## src/rtl/pseudorandom_ff_pkg.sv

```systemverilog
// -----------------------------------------------------------------------------
// pseudorandom_ff_pkg
//   Shared types, constants and helper functions for the pseudorandom
//   flip-flop stress array.
//
//   cell_t      : one 16-bit register cell / LFSR word
//   LFSR_SEED   : LFSR reset value (nonzero, so the LFSR can never lock up)
//   LFSR_TAPS   : Fibonacci tap mask, bits 15, 13, 12, 10
//   rotl1()     : rotate a cell left by one bit
//   lfsr_next() : one LFSR step (shift left, feedback into bit 0)
//   parity16()  : XOR reduction of a cell
//
//   Optional build macro used by the top level: PSEUDORANDOM_FF_ASSERT_EN
// -----------------------------------------------------------------------------
package pseudorandom_ff_pkg;

   typedef logic [15:0] cell_t;

   localparam cell_t LFSR_SEED     = 16'hACE1;
   localparam cell_t LFSR_TAPS     = 16'hB400;
   localparam int    CELL_W        = 16;
   localparam int    MIN_NUM_CELLS = 1;
   localparam int    MAX_NUM_CELLS = 1024;

   function automatic cell_t rotl1(input cell_t value);
      return {value[CELL_W-2:0], value[CELL_W-1]};
   endfunction

   // Feedback is the parity of the tapped bits; the register shifts toward
   // the MSB and the feedback bit enters at bit 0.
   function automatic cell_t lfsr_next(input cell_t value);
      logic fb;
      fb = ^(value & LFSR_TAPS);
      return {value[CELL_W-2:0], fb};
   endfunction

   function automatic logic parity16(input cell_t value);
      return ^value;
   endfunction

endpackage

```

## src/rtl/pseudorandom_ff_array_cell.sv

```systemverilog
// -----------------------------------------------------------------------------
// pseudorandom_ff_cell
//   One 16-bit stress cell. Every rising edge the cell loads its own
//   value rotated left by one, XORed with the source word, so the cell keeps
//   toggling as long as its source is active.
//
//   Ports
//     clk    in   1   rising-edge clock
//     resetn in   1   asynchronous, active-low reset (cell clears to 0)
//     src    in  16   source word (LFSR or previous cell, pre-update value)
//     q      out 16   registered cell value
// -----------------------------------------------------------------------------
module pseudorandom_ff_cell
   import pseudorandom_ff_pkg::*;
(
   input  logic  clk,
   input  logic  resetn,
   input  cell_t src,
   output cell_t q
);

   // The keep attribute stops synthesis from merging or trimming these flops;
   // the whole point of the block is to have all of them toggle.
   (* keep = "true" *) cell_t q_reg;

   always_ff @(posedge clk or negedge resetn) begin
      if (!resetn) begin
         q_reg <= '0;
      end else begin
         q_reg <= src ^ rotl1(q_reg);
      end
   end

   assign q = q_reg;

endmodule

```

## src/rtl/pseudorandom_ff_array.sv

```systemverilog
// -----------------------------------------------------------------------------
// pseudorandom_ff_array
//   FPGA power/timing stress block. A 16-bit Fibonacci LFSR feeds a chain of
//   NUM_CELLS register cells; every cell toggles pseudorandomly every clock.
//   All cells are folded into registered dummy outputs so that no flop can be
//   optimised away. Free-running: no enable, no handshake, no FSM.
//
//   Parameters
//     NUM_CELLS      number of 16-bit cells in the chain, legal 1..1024
//
//   Ports
//     clk            in   1   rising-edge clock
//     resetn         in   1   asynchronous, active-low reset
//     dummy          out  1   parity of the XOR fold of all cells (registered)
//     dummy_address  out 16   last cell of the chain (registered)
//     dummy_data     out 16   XOR fold of all cells (registered)
//
//   Build macro
//     PSEUDORANDOM_FF_ASSERT_EN : when defined, simulation-only checks are
//       compiled in (NUM_CELLS range at elaboration, LFSR never zero while
//       out of reset). Functional behaviour is identical either way.
// -----------------------------------------------------------------------------
module pseudorandom_ff_array
   import pseudorandom_ff_pkg::*;
#(
   parameter int NUM_CELLS = 60
) (
   input  logic        clk,
   input  logic        resetn,
   output logic        dummy,
   output logic [15:0] dummy_address,
   output logic [15:0] dummy_data
);

   cell_t lfsr;
   cell_t cell_q [NUM_CELLS];
   cell_t fold;

   // ---------------------------------------------------------------------------
   // LFSR source. Seed is nonzero and the taps give a maximal-length sequence,
   // so the register never reaches the all-zero lock-up state.
   // ---------------------------------------------------------------------------
   always_ff @(posedge clk or negedge resetn) begin
      if (!resetn) begin
         lfsr <= LFSR_SEED;
      end else begin
         lfsr <= lfsr_next(lfsr);
      end
   end

   // ---------------------------------------------------------------------------
   // Cell chain. Cell 0 is fed by the LFSR, every other cell by its
   // predecessor, so activity ripples down the chain one cell per clock.
   // ---------------------------------------------------------------------------
   for (genvar i = 0; i < NUM_CELLS; i++) begin : g_chain
      if (i == 0) begin : g_head
         pseudorandom_ff_cell u_cell (
            .clk    (clk),
            .resetn (resetn),
            .src    (lfsr),
            .q      (cell_q[i])
         );
      end else begin : g_link
         pseudorandom_ff_cell u_cell (
            .clk    (clk),
            .resetn (resetn),
            .src    (cell_q[i-1]),
            .q      (cell_q[i])
         );
      end
   end

   // ---------------------------------------------------------------------------
   // XOR fold of every cell: one combinational reduction tree that makes every
   // cell flop observable at the outputs.
   // ---------------------------------------------------------------------------
   always_comb begin
      fold = '0;
      for (int i = 0; i < NUM_CELLS; i++) begin
         fold = fold ^ cell_q[i];
      end
   end

   // ---------------------------------------------------------------------------
   // Output registers, loaded from the pre-update cell values.
   // ---------------------------------------------------------------------------
   always_ff @(posedge clk or negedge resetn) begin
      if (!resetn) begin
         dummy         <= 1'b0;
         dummy_address <= '0;
         dummy_data    <= '0;
      end else begin
         dummy         <= parity16(fold);
         dummy_address <= cell_q[NUM_CELLS-1];
         dummy_data    <= fold;
      end
   end

`ifdef PSEUDORANDOM_FF_ASSERT_EN
   // Simulation-only sanity checks.
   if ((NUM_CELLS < MIN_NUM_CELLS) || (NUM_CELLS > MAX_NUM_CELLS)) begin : g_bad_num_cells
      $error("pseudorandom_ff_array: NUM_CELLS=%0d outside %0d..%0d",
             NUM_CELLS, MIN_NUM_CELLS, MAX_NUM_CELLS);
   end

   always @(posedge clk) begin
      if (resetn) begin
         assert (lfsr != '0)
         else $error("pseudorandom_ff_array: LFSR reached the all-zero state");
      end
   end
`endif

endmodule

```

## config.mk

```make
export PLATFORM = sky130hd
export DESIGN_NAME = pseudorandom_ff_array
export DESIGN_NICKNAME = d
export VERILOG_FILES = /design/src/rtl/pseudorandom_ff_pkg.sv /design/src/rtl/pseudorandom_ff_array_cell.sv /design/src/rtl/pseudorandom_ff_array.sv
export SDC_FILE = /design/constraint.sdc
export NUM_CORES = 1
export LEC_CHECK = 0
export CAP_MARGIN = 10
export CORE_ASPECT_RATIO = 0.8
export CORE_MARGIN = 3
export CORE_UTILIZATION = 30
export DETAILED_ROUTE_END_ITERATION = 12
export MAX_ROUTING_LAYER = met4
export SLEW_MARGIN = 20
export SYNTH_ARGS = -nofsm -noshare
export SYNTH_HDL_FRONTEND = slang
export SYNTH_HIERARCHICAL = 1
export SYNTH_SLANG_ARGS = --single-unit
```

## constraint.sdc

```tcl
create_clock -name clk -period 7.24 [get_ports clk]
set_input_delay 1.086 -clock clk [delete_from_list [all_inputs] [get_ports clk]]
set_output_delay 1.086 -clock clk [all_outputs]
set_load 0.02 [all_outputs]
```

# Yosys cells after proc, flatten, opt, wreduce, memory -nomap -nowiden
# Cells that the tools add are included.
[classes] bitwise_logic=119 n_reduce_logical=2
[op_table] op="16-bit bitwise XOR" count=119
[op_table] op="16-bit XOR reduction" count=2
[totals] wordCells=185 input_bits=2 output_inout_bits=33 register_bits=1009

# Logic depth before layout (Yosys ltp)
[logic_depth] word_depth=60 ltp_mapped=10 mapped_depth_nobuf=9

# Cells and area by module
# Netlist, hierarchy kept.
[modules_own_cells] mod="pseudorandom_ff_cell" area_each_um2=660.6 seq_area_each_um2=400.4 n_inst=60 cells_each=48
[modules_own_cells] mod="pseudorandom_ff_array" area_each_um2=9759.4 seq_area_each_um2=1236.2 n_inst=1 cells_each=996

# Worst setup path before layout
# No wires, ideal clock.
[synth_path] path_kind="register to register" from="reg g_chain[42].g_link.u_cell.q_reg[13]" to="reg dummy" slack_ps=4363 period_less_slack_ps=2877 t_required_ps=7106 n_path_buf=1 path_stages_with_launch=11 t_arrival_ps=2744 setup_time_ps=134 cell_sequence="dfrtp_1 > buf_4 > xnor2_1 > xnor2_2 > xnor3_1 > xnor3_1 > xnor3_1 > xnor2_1 > xnor3_1 > xnor2_1 > xnor3_1"
[synth_between] elab_chain_cells=19
[synth_rtl] item="start, declared" line="pseudorandom_ff_array_cell.sv:24" rtl="(* keep = \"true\" *) cell_t q_reg;"
[synth_rtl] item="start signal, assigned" line="pseudorandom_ff_array_cell.sv:30" rtl="q_reg <= src ^ rotl1(q_reg);"
[synth_rtl] item="16-bit bitwise XOR (18 in series)" line="pseudorandom_ff_array.sv:80" rtl="fold = fold ^ cell_q[i];"
[synth_rtl] item="via fold[13]" line="pseudorandom_ff_array.sv:37" rtl="cell_t fold;"
[synth_rtl] item="16-bit XOR reduction" line="pseudorandom_ff_pkg.sv:38" rtl="return ^value;"
[synth_rtl] item="end signal, assigned" line="pseudorandom_ff_array.sv:93" rtl="dummy <= parity16(fold);"
[synth_rtl] item="end, declared" line="pseudorandom_ff_array.sv:30" rtl="output logic dummy,"
# The timed path passes the listed nets, and every way through them passes these cells.

# Worst setup path after layout
[layout_path] from="reg g_chain[28].g_link.u_cell.q_reg[3]" to="reg dummy"
[layout_between] elab_chain_cells=33
[layout_rtl] item="start, declared" line="pseudorandom_ff_array_cell.sv:24"
[layout_rtl] item="start signal, assigned" line="pseudorandom_ff_array_cell.sv:30"
[layout_rtl] item="16-bit bitwise XOR (32 in series)" line="pseudorandom_ff_array.sv:80"
[layout_rtl] item="via fold[3]" line="pseudorandom_ff_array.sv:37"
[layout_rtl] item="16-bit XOR reduction" line="pseudorandom_ff_pkg.sv:38"
# The timed path passes the listed nets, and every way through them passes these cells.

==> impl_metrics.csv <==
group,metric,value,unit
outcome,outcome,"finished, final reports clean",
power_and_ir_drop,power.leakage,0.0276,uW
drt,first_iter_violations,992,
timing,setup_viol,0,
timing,slew_violations,0,
global_route,grt_pass1_wl,142000,um
timing,period_share,47.2,%
critical_path,path_cells,"xnor2_1 -> xnor2_1 -> xnor2_1 -> xnor2_1 -> xnor2_1 -> xnor2_1 -> xnor3_1 -> xnor2_1 -> xnor3_1",
synth,synth_nets,3878,
timing,max_freq,292,MHz
placement,place_congestion,0.785,
finish,syn_to_final_growth,-1.78,%
cts,post_cts_buffers,0,
synth,ys_warn_count,6,
cts,cts_resized,0,
critical_path,cp_slowest_cell,"xnor2_1",
critical_path,worstSetupStartpointType,"flip-flop",
placement,dp.cells,5107,
drt,drt-wirelength-per-cell,17.6,um
synth,netlist.area_leader.share,50.7,%
critical_path,crit_required,7800,ps
critical_path,cp_top_family,"XOR/XNOR gates",
critical_path,crit_fanout,3,
cts,htree_num_levels,3,
timing,relSlewSlack,36.1,%
power_and_ir_drop,vdd_drop_max,0.000204,V
cts,cts_tree,"yes",
die,die_h,369,um
global_route,grt_max_degree,171,
timing,hold_viol,0,
die,rows,132,
critical_path,reg2reg_slack,3820,ps
global_route,grt_use_total,11.5,%
finish,drive_above_1_share,5.61,%
timing,finalClockSkew,15.8,ps
cts,hold_buffers,0,
synth,synthCells,3876,
synth,yosysSeqAreaShare,51.1,%
timing,tightestPinTransition,958,ps
finish,multi_input_area,0.0169,sq mm
finish,largest_register_ffs,944,
power_and_ir_drop,power_density,224,mW/mm^2
drt,ant_nets,0,
finish,stdcell_count,5280,
cts,clock_sinks,1009,
drt,vias,19839,
global_route,antenna_found_initial,2,
cts,root_buffer,"clkbuf_16",
synth,yosys.area.top_type,"dfrtp_1",
placement,dp_hpwl,69300,um
finish,final_nets,3060,
critical_path,cpMostUsedCell,"xnor2_1",
die,die-width,460,um
cts,numCtsBuffers,93,
cts,clk_path_buf_depth,3,
synth,syn_area,0.0494,sq mm
placement,port_buffers,34,
die,die-area,0.170,sq mm
timing,rsz0062_at_grt,"false",
finish,seq_area,0.0253,sq mm
critical_path,cp.arrival,3980,ps
synth,ys_ff_latch,1009,
global_route,grt_pass1_vias,21461,
drt,drt_pre_antenna_iters,6,
die,ios,35,
critical_path,slowest_delay,570,ps
synth,synth.distinct_cells,7,
critical_path,cp-end-kind,"flip-flop",
timing,tns,0,ps
drt,remaining_drc_errors,0,
drt,routed_wirelength,93200,um
power_and_ir_drop,total_power,10900,uW
worst_hold_path,hp-class,"reg -> reg",
critical_path,worst-setup-path-type,"reg -> reg",
cts,worstSkewPairLatency,680,ps
die,initial_utilization,30.4,%
die,core_area,0.163,sq mm
cts,clkSlewWorstSetupHoldPaths,60,ps
critical_path,cp_num_buf_inv,0,
job,drv_cap,0,
global_route,grt-ovfl-total,0,
synth,syn_area_per_cell,12.7,sq um
synth,synth_area_leaders,"dfrtp_1, xor2_1, buf_4, xnor2_1, xnor3_1",
finish,fillers,16273,
timing,final.min_clock_period,3420,ps
drt,viasPerCell,3.76,
## cells in the mapped netlist
cell        n
dfstp_2     8
xnor2_2     3
dfrtp_1  1001
xnor2_1   820
xnor3_1    15
buf_4     960
xor2_1   1069
## routing by layer
layer  GRT usage, %  up-vias  part of all wire [%]
li1               -     9289                     -
met1           17.3    10261                    53
met2           16.1      181                    43
met3           1.79      108                   2.9
met4           2.57        0                   1.7
met5              -        -                     0
## worst register-to-register path, cell delays in order, from the launching register on
cell and delay (ps):
dfrtp_1 530, xnor2_1 300, xnor2_1 110, xnor2_1 440
xnor2_1 150, xnor2_1 570, xnor2_1 250, xnor3_1 380
xnor2_1 180, xnor3_1 410
## layout by cell type (no fill, tap or decap)
master | netlist | layout
clkinv_8 | 0 | 2
bufinv_16 | 0 | 7
clkinv_2 | 0 | 16
inv_6 | 0 | 4
buf_4 | 960 | 9
clkdlybuf4s50_1 | 0 | 33
xnor3_1 | 15 | 15
buf_8 | 0 | 1
xnor2_1 | 820 | 820
clkbuf_16 | 0 | 96
buf_12 | 0 | 4
xor2_1 | 1069 | 1069
diode_2 | 0 | 1
clkbuf_1 | 0 | 21
dfrtp_1 | 1001 | 1001
clkinv_4 | 0 | 3
clkinvlp_4 | 0 | 5
xnor2_2 | 3 | 3
clkbuf_8 | 0 | 18
dfstp_2 | 8 | 8
## metrics by stage
step / util, % / cell area, sq um / hold slack (ps) / setup slack [ps]
2_1_floorplan: - / 49400 / 360 / 4360
3_5_place_dp: 27.9 / 45400 / 368 / 3830
6_report: 29.8 / 48500 / 370 / 3820
3_3_place_gp: 27.9 / 45400 / 368 / 3760
5_1_grt: 29.8 / 48500 / 377 / 3620
4_1_cts: 29.8 / 48500 / 370 / 3800
## power by group
group	internal [uW]	switching (uW)
Combinational	8.16	111
Sequential	5640	0
Clock	2880	2220
Total	8530	2330
## kinds of logic (layout without fill, tap and decap cells)
kind of cell	count (synthesis)	after routing	synth area share, %
xor+xnor	1907	1907	34.3
flops	1009	1009	51.1
buf+inv	960	219	14.6
other cells	0	1	0
## worst paths after layout
kind / from / endpoint / depth (start not counted)
max: g_chain[28].g_link.u_cell/q[3] / dummy / 9
min: lfsr[5] / lfsr[6] / 0
max reg2reg: g_chain[28].g_link.u_cell/q[3] / dummy / 9
min reg2reg: lfsr[5] / lfsr[6] / 0
max in group asynchronous: resetn / g_chain[51].g_link.u_cell/q[3] / 3
min in group asynchronous: resetn / g_chain[40].g_link.u_cell/q[8] / 1
## area by class of cell
cell class / instances / area share, %
multi-input cells: 1907 / 34.9
well taps: 2144 / 5.53
diodes: 1 / 0.00516
clock buffers: 135 / 5.62
clock inverters: 37 / 0.869
repair buffers: 47 / 1.02
flip-flops and latches: 1009 / 52.1
No activity file was read; power rests on OpenSTA's default activity.
